File: src/rtl/alu_exec_unit.sv
// Execute stage: single-cycle logic/arithmetic/shift ops and an iterative shift-add multiplier.
// Define SIGNED_MUL_EN to build signed multiply (SMUL); otherwise opcode 9 is illegal.
module alu_exec_unit #(
   parameter int unsigned WIDTH      = 16,
   parameter int unsigned DEST_WIDTH = 8
) (
   input  logic                  Clock,
   input  logic                  Reset,
   input  logic                  iValid,
   output logic                  oReady,
   input  logic [3:0]            iOperation,
   input  logic [WIDTH-1:0]      iA,
   input  logic [WIDTH-1:0]      iB,
   input  logic [DEST_WIDTH-1:0] iDestination,
   output logic                  oValid,
   output logic [WIDTH-1:0]      oResult,
   output logic [WIDTH-1:0]      oResultHi,
   output logic [DEST_WIDTH-1:0] oDestination,
   output logic                  oZero,
   output logic                  oCarry,
   output logic                  oNegative,
   output logic                  oIllegal
);

   localparam int unsigned ShW = $clog2(WIDTH);

   localparam logic [3:0] OpNop  = 4'd0;
   localparam logic [3:0] OpAdd  = 4'd1;
   localparam logic [3:0] OpSub  = 4'd2;
   localparam logic [3:0] OpAnd  = 4'd3;
   localparam logic [3:0] OpOr   = 4'd4;
   localparam logic [3:0] OpXor  = 4'd5;
   localparam logic [3:0] OpShl  = 4'd6;
   localparam logic [3:0] OpShr  = 4'd7;
   localparam logic [3:0] OpMul  = 4'd8;
`ifdef SIGNED_MUL_EN
   localparam logic [3:0] OpSmul = 4'd9;
`endif

   typedef enum logic [1:0] {StIdle, StMulRun, StMulDone} stateT;

   stateT                 stateQ, stateD;
   logic [ShW-1:0]        countQ, countD;
   logic [WIDTH-1:0]      mcandQ, mcandD;
   logic [2*WIDTH-1:0]    prodQ, prodD;
   logic [DEST_WIDTH-1:0] destQ, destD;
`ifdef SIGNED_MUL_EN
   logic                  negateQ, negateD;
   logic                  signedQ, signedD;
`endif

   logic                  validQ, validD;
   logic [WIDTH-1:0]      resultQ, resultD;
   logic [WIDTH-1:0]      resultHiQ, resultHiD;
   logic [DEST_WIDTH-1:0] destOutQ, destOutD;
   logic                  zeroQ, zeroD;
   logic                  carryQ, carryD;
   logic                  negQ, negD;
   logic                  illegalQ, illegalD;

   // Single-cycle datapath
   logic [ShW-1:0]     shAmt;
   logic [WIDTH:0]     sum, diff, shl, shr;
   logic [WIDTH-1:0]   aluResult;
   logic               aluCarry;
   logic               aluLegal;

   always_comb begin
      shAmt     = iB[ShW-1:0];
      sum       = {1'b0, iA} + {1'b0, iB};
      diff      = {1'b0, iA} - {1'b0, iB};
      shl       = {1'b0, iA} << shAmt;
      shr       = {iA, 1'b0} >> shAmt;
      aluResult = '0;
      aluCarry  = 1'b0;
      aluLegal  = 1'b1;
      case (iOperation)
         OpAdd:   {aluCarry, aluResult} = sum;
         OpSub:   {aluCarry, aluResult} = diff;
         OpAnd:   aluResult = iA & iB;
         OpOr:    aluResult = iA | iB;
         OpXor:   aluResult = iA ^ iB;
         OpShl:   {aluCarry, aluResult} = shl;
         OpShr:   {aluResult, aluCarry} = shr;
         default: aluLegal = 1'b0;
      endcase
   end

   // Operand magnitudes and final product sign correction
   logic [WIDTH-1:0]   aMag, bMag;
   logic [2*WIDTH-1:0] finalProd;
   logic               mulOverflow;

   always_comb begin
`ifdef SIGNED_MUL_EN
      aMag = (iOperation == OpSmul && iA[WIDTH-1]) ? -iA : iA;
      bMag = (iOperation == OpSmul && iB[WIDTH-1]) ? -iB : iB;
      finalProd = negateQ ? -prodQ : prodQ;
      mulOverflow = signedQ
         ? (finalProd[2*WIDTH-1:WIDTH] != {WIDTH{finalProd[WIDTH-1]}})
         : (|finalProd[2*WIDTH-1:WIDTH]);
`else
      aMag = iA;
      bMag = iB;
      finalProd = prodQ;
      mulOverflow = |finalProd[2*WIDTH-1:WIDTH];
`endif
   end

   // One radix-2 step: conditionally add multiplicand to the high half, then shift right
   logic [WIDTH-1:0]   addend;
   logic [WIDTH:0]     partial;
   logic [2*WIDTH-1:0] stepProd;

   always_comb begin
      addend   = prodQ[0] ? mcandQ : '0;
      partial  = {1'b0, prodQ[2*WIDTH-1:WIDTH]} + {1'b0, addend};
      stepProd = {partial, prodQ[WIDTH-1:1]};
   end

   always_comb begin
      stateD    = stateQ;
      countD    = countQ;
      mcandD    = mcandQ;
      prodD     = prodQ;
      destD     = destQ;
`ifdef SIGNED_MUL_EN
      negateD   = negateQ;
      signedD   = signedQ;
`endif
      validD    = 1'b0;
      resultD   = resultQ;
      resultHiD = resultHiQ;
      destOutD  = destOutQ;
      zeroD     = zeroQ;
      carryD    = carryQ;
      negD      = negQ;
      illegalD  = illegalQ;

      unique case (stateQ)
         StIdle: begin
            if (iValid) begin
               case (iOperation)
                  OpNop: validD = 1'b0;
`ifdef SIGNED_MUL_EN
                  OpMul, OpSmul: begin
                     negateD = (iOperation == OpSmul) && (iA[WIDTH-1] ^ iB[WIDTH-1]);
                     signedD = (iOperation == OpSmul);
`else
                  OpMul: begin
`endif
                     stateD = StMulRun;
                     countD = '0;
                     mcandD = aMag;
                     prodD  = {{WIDTH{1'b0}}, bMag};
                     destD  = iDestination;
                  end
                  default: begin
                     validD    = 1'b1;
                     resultD   = aluResult;
                     resultHiD = '0;
                     destOutD  = iDestination;
                     zeroD     = aluLegal && (aluResult == '0);
                     carryD    = aluCarry;
                     negD      = aluResult[WIDTH-1];
                     illegalD  = !aluLegal;
                  end
               endcase
            end
         end
         StMulRun: begin
            prodD  = stepProd;
            countD = countQ + ShW'(1);
            if (countQ == ShW'(WIDTH - 1)) stateD = StMulDone;
         end
         StMulDone: begin
            stateD    = StIdle;
            validD    = 1'b1;
            resultD   = finalProd[WIDTH-1:0];
            resultHiD = finalProd[2*WIDTH-1:WIDTH];
            destOutD  = destQ;
            zeroD     = (finalProd == '0);
            carryD    = mulOverflow;
            negD      = finalProd[2*WIDTH-1];
            illegalD  = 1'b0;
         end
         default: stateD = StIdle;
      endcase
   end

   always_ff @(posedge Clock) begin
      if (Reset) begin
         stateQ    <= StIdle;
         countQ    <= '0;
         mcandQ    <= '0;
         prodQ     <= '0;
         destQ     <= '0;
`ifdef SIGNED_MUL_EN
         negateQ   <= 1'b0;
         signedQ   <= 1'b0;
`endif
         validQ    <= 1'b0;
         resultQ   <= '0;
         resultHiQ <= '0;
         destOutQ  <= '0;
         zeroQ     <= 1'b0;
         carryQ    <= 1'b0;
         negQ      <= 1'b0;
         illegalQ  <= 1'b0;
      end else begin
         stateQ    <= stateD;
         countQ    <= countD;
         mcandQ    <= mcandD;
         prodQ     <= prodD;
         destQ     <= destD;
`ifdef SIGNED_MUL_EN
         negateQ   <= negateD;
         signedQ   <= signedD;
`endif
         validQ    <= validD;
         resultQ   <= resultD;
         resultHiQ <= resultHiD;
         destOutQ  <= destOutD;
         zeroQ     <= zeroD;
         carryQ    <= carryD;
         negQ      <= negD;
         illegalQ  <= illegalD;
      end
   end

   assign oReady       = (stateQ == StIdle);
   assign oValid       = validQ;
   assign oResult      = resultQ;
   assign oResultHi    = resultHiQ;
   assign oDestination = destOutQ;
   assign oZero        = zeroQ;
   assign oCarry       = carryQ;
   assign oNegative    = negQ;
   assign oIllegal     = illegalQ;

endmodule

File: config.mk
export PLATFORM = sky130hd
export DESIGN_NAME = alu_exec_unit
export DESIGN_NICKNAME = d
export VERILOG_FILES = /design/src/rtl/alu_exec_unit.sv
export SDC_FILE = /design/constraint.sdc
export NUM_CORES = 1
export LEC_CHECK = 0
export CORE_ASPECT_RATIO = 0.6
export CORE_MARGIN = 2
export CORE_UTILIZATION = 40
export CTS_CLUSTER_SIZE = 30
export DETAILED_ROUTE_END_ITERATION = 16
export DONT_BUFFER_PORTS = 1
export GPL_ROUTABILITY_DRIVEN = 1
export GPL_TIMING_DRIVEN = 1
export SLEW_MARGIN = 5
export SYNTH_ARGS = -nofsm -noshare
export SYNTH_HDL_FRONTEND = slang
export SYNTH_SLANG_ARGS = --single-unit
File: constraint.sdc
create_clock -name Clock -period 7.5 [get_ports Clock]
set_input_delay 1.125 -clock Clock [delete_from_list [all_inputs] [get_ports Clock]]
set_output_delay 1.125 -clock Clock [all_outputs]
set_load 0.02 [all_outputs]
==> results.yml <==
timing:
  hold_viol: 0
  fin_ws_ns: 2.70
  skew_ns: 0.00910
  max_freq_mhz: 208
  rsz0062_at_grt: "false"
  period_share_pct: 64.0
  tns_ns: 0
  layout_min_cycle_time_ns: 4.80
  hold_slack_ns: 0.451
  maxSlewViolCount: 0
  tightest_slew_ns: 1.17
  setup_viol: 0
  slew_headroom_pct: 21.6
final_layout:
  n_fill_cell: 2297
  final_common_cell: "nand2_1"
  multi_input_area_um2: 6410
  seqCellArea_um2: 2140
  num_antenna_cells: 0
  final_cell_area_um2: 9580
  syn_to_final_growth_pct: 4.32
  fin_nets: 1265
  drive_above_1_share_pct: 7.73
  mostFrequentLayoutCells: "nand2_1, a21oi_1, dfxtp_1"
critical_path:
  rr_worst_depth: 12
  cp.required_ns: 7.79
  cp-end-kind: "flop"
  crit_buf_inv: 1
  cp_cell_sequence: "clkinv_1, ha_1, nor2b_1, o31a_1, o21ai_0, a21o_1, a32oi_1, nor4b_1, nand4_1, nand4bb_1, o21ai_1"
  cpLargestDelayFamily: "simple AND/OR/NAND/NOR gates"
  cp.arrival_ns: 5.09
  slowest_stage: "nor4b_1"
  worstSetupPathType: "in -> reg"
  startpoint_type: "primary input"
  r2r-start: "finalProd[0]$_SDFFE_PP0P_"
  worstReg2RegEnd: "finalProd[31]$_SDFFE_PP0P_"
  cp_num_cells: 11
  endpoint: "oZero$_SDFFE_PP0P_"
  max_stage_delay_ns: 0.97
  path_max_fanout: 37
  worstSetupStartpoint: "iB[2]"
  reg2reg_slack_ns: 3.52
logic_synthesis:
  synth_top_family_by_area: "compound AO/OA/AOI/OAI gates"
  synth_seq_cells: 107
  synthCells: 1216
  synth_simple_gate_area_share_pct: 24.1
  async_flop_share_pct: 0
  synth_compound_area_share_pct: 26.4
  ys_seq_area_share_pct: 23.3
  ys_types: 89
  muxShareOfSynthArea_pct: 7.45
  synth_xor_area_share_pct: 1.62
  synthesis.nets: 1335
  synth_edf_count: 0
  synth_fa_ha_area_share_pct: 10.1
  synth_area_um2: 9180
  yosys_warnings: 0
  syn_avg_cell_area_um2: 7.55
  ys.flop_type: "dfxtp_1"
cts:
  clk_pin_slew_ns: 0.08
  post_cts_buffers: 0
  htree_levels: 3
  clockBufferDepth: 2
  clk_latency_ns: 0.35
  hold_buffers: 0
  cts-resized-gates: 0
  numCtsBuffers: 9
  cts.sinks: 107
  cts_tree: "built"
  cts_root_buf: "clkbuf_16"
floorplan:
  dieHeight_um: 121
  ios: 93
  std_cell_rows: 42
  core-area_um2: 22300
  initial_utilization_pct: 41.2
  dieArea_um2: 24200
  die_x_um: 200
power_and_ir_drop:
  clock_power_share_pct: 33.4
  swShare_pct: 32.3
  p_leak_nw: 3.62
  sequentialPowerShare_pct: 43.7
  powerDensity_nw_per_um2: 145
  pwr-share-comb_pct: 22.9
  intPower_uw: 939
  ir_drop_uv: 111
  p_switching_uw: 447
placement:
  pre_cts_ws_ns: 2.58
  gp_congestion: 0.983
  dp_hpwl_um: 25400
  portBuffers: 0
  dpl_cell_area_um2: 9300
drt:
  drt_iter0_drc: 1234
  drc: 0
  num_vias: 9211
  antenna_left: 0
  routed_wl_um: 33600
  wire_per_inst_um: 23.1
  avgViaCountPerCell: 6.31
  dr.pass1.iters: 5
global_routing:
  antenna_found_initial: 0
  grt_pass1_vias: 8225
  grt_use_met1_pct: 44.1
  use_met2_pct: 34.7
  track_usage_pct: 27.7
  grt_pass1_wl_um: 50900
  grt_max_degree: 112
  overflow: 0
  busiest_layer: "met1"
  met3_usage_pct: 11.0
min_path:
  hold_path.class: "reg -> reg"
run:
  drv_cap: 0
outcome:
  status: "finished, final reports clean"
power by group through the flow:
stage	Combinational (mW)	Sequential (mW)	Clock (mW)
finish	0.318	0.605	0.464
global route	0.341	0.607	0.493
CTS	0.306	0.605	0.473
detailed placement	0.304	0.619	0
global placement	0.306	0.619	0
floorplan	0.255	0.613	0
synth_stat cells, drive strengths merged, types with 20 or more instances:
| library cell | instances | area share [%] |
|---|---|---|
| a21oi | 122 | 6.7 |
| a31oi | 26 | 1.9 |
| and2 | 27 | 1.8 |
| buf | 26 | 1.5 |
| clkbuf | 69 | 2.8 |
| dfxtp | 107 | 23 |
| ha | 69 | 9.4 |
| inv | 66 | 2.7 |
| mux2i | 20 | 2.2 |
| nand2 | 161 | 6.6 |
| nand3 | 52 | 2.8 |
| nor2 | 96 | 3.9 |
| nor3 | 40 | 2.2 |
| o21ai | 32 | 1.7 |
kinds of logic (layout without fill, tap and decap cells):
| logic type | after synthesis | after routing |
|---|---|---|
| mux | 44 | 44 |
| buf+inv | 162 | 97 |
| simple gates | 466 | 466 |
| fa+ha+maj | 72 | 72 |
| xor+xnor | 17 | 17 |
| flops | 107 | 107 |
| compound gates | 348 | 348 |
area by class of cell:
class,count,share of cell area [%]
Clock buffer,9,2.35
Clock inverter,7,0.627
Inverter,67,2.63
Multi-Input combinational cell,947,66.9
Sequential cell,107,22.4
Tap cell,308,4.02
Timing Repair Buffer,14,1.10
per-layer routing:
metal | share of wire, % | vias to the layer above
met5 | 0 | -
met4 | 0.24 | 0
met3 | 14 | 10
met2 | 37 | 464
met1 | 49 | 4439
li1 | - | 4298
worst register-to-register path, delay by kind of cell (launching register included):
kind | cells | cell delay [ns]
compound gates | 8 | 2.34
fa+ha+maj | 2 | 0.66
flops | 1 | 0.50
simple gates | 2 | 0.34
flip-flops by register name, indices dropped and copies added, names as in the netlist:
name          count
oCarry            1
destQ             8
oZero             1
oNegative         1
oDestination      8
oResultHi        16
oValid            1
countQ            4
oResult          16
finalProd        32
mcandQ           16
oIllegal          1
stateQ            2
how the worst min path moves through the flow:
stage | endpoint | slack, ns | start | depth (start not counted)
final | mcandQ[4]$_SDFFE_PP0P_ | 0.45 | mcandQ[4]$_SDFFE_PP0P_ | 2
after global routing | mcandQ[4]$_SDFFE_PP0P_ | 0.46 | mcandQ[4]$_SDFFE_PP0P_ | 2
after CTS | mcandQ[4]$_SDFFE_PP0P_ | 0.45 | mcandQ[4]$_SDFFE_PP0P_ | 2
after detailed placement | mcandQ[4]$_SDFFE_PP0P_ | 0.44 | mcandQ[4]$_SDFFE_PP0P_ | 2
after global placement | mcandQ[15]$_SDFFE_PP0P_ | 0.44 | mcandQ[15]$_SDFFE_PP0P_ | 2
after floorplan | mcandQ[0]$_SDFFE_PP0P_ | 0.43 | mcandQ[0]$_SDFFE_PP0P_ | 2
metrics by stage:
stage                     util [%]  power (mW)  instances
after floorplan                  -       0.868       1216
after global routing          43.0        1.44       1459
final                         43.0        1.39       1459
after CTS                     43.0        1.38       1459
after detailed placement      41.7       0.923       1443
after global placement        41.7       0.925       1443
(Power assumes the default switching activity.)
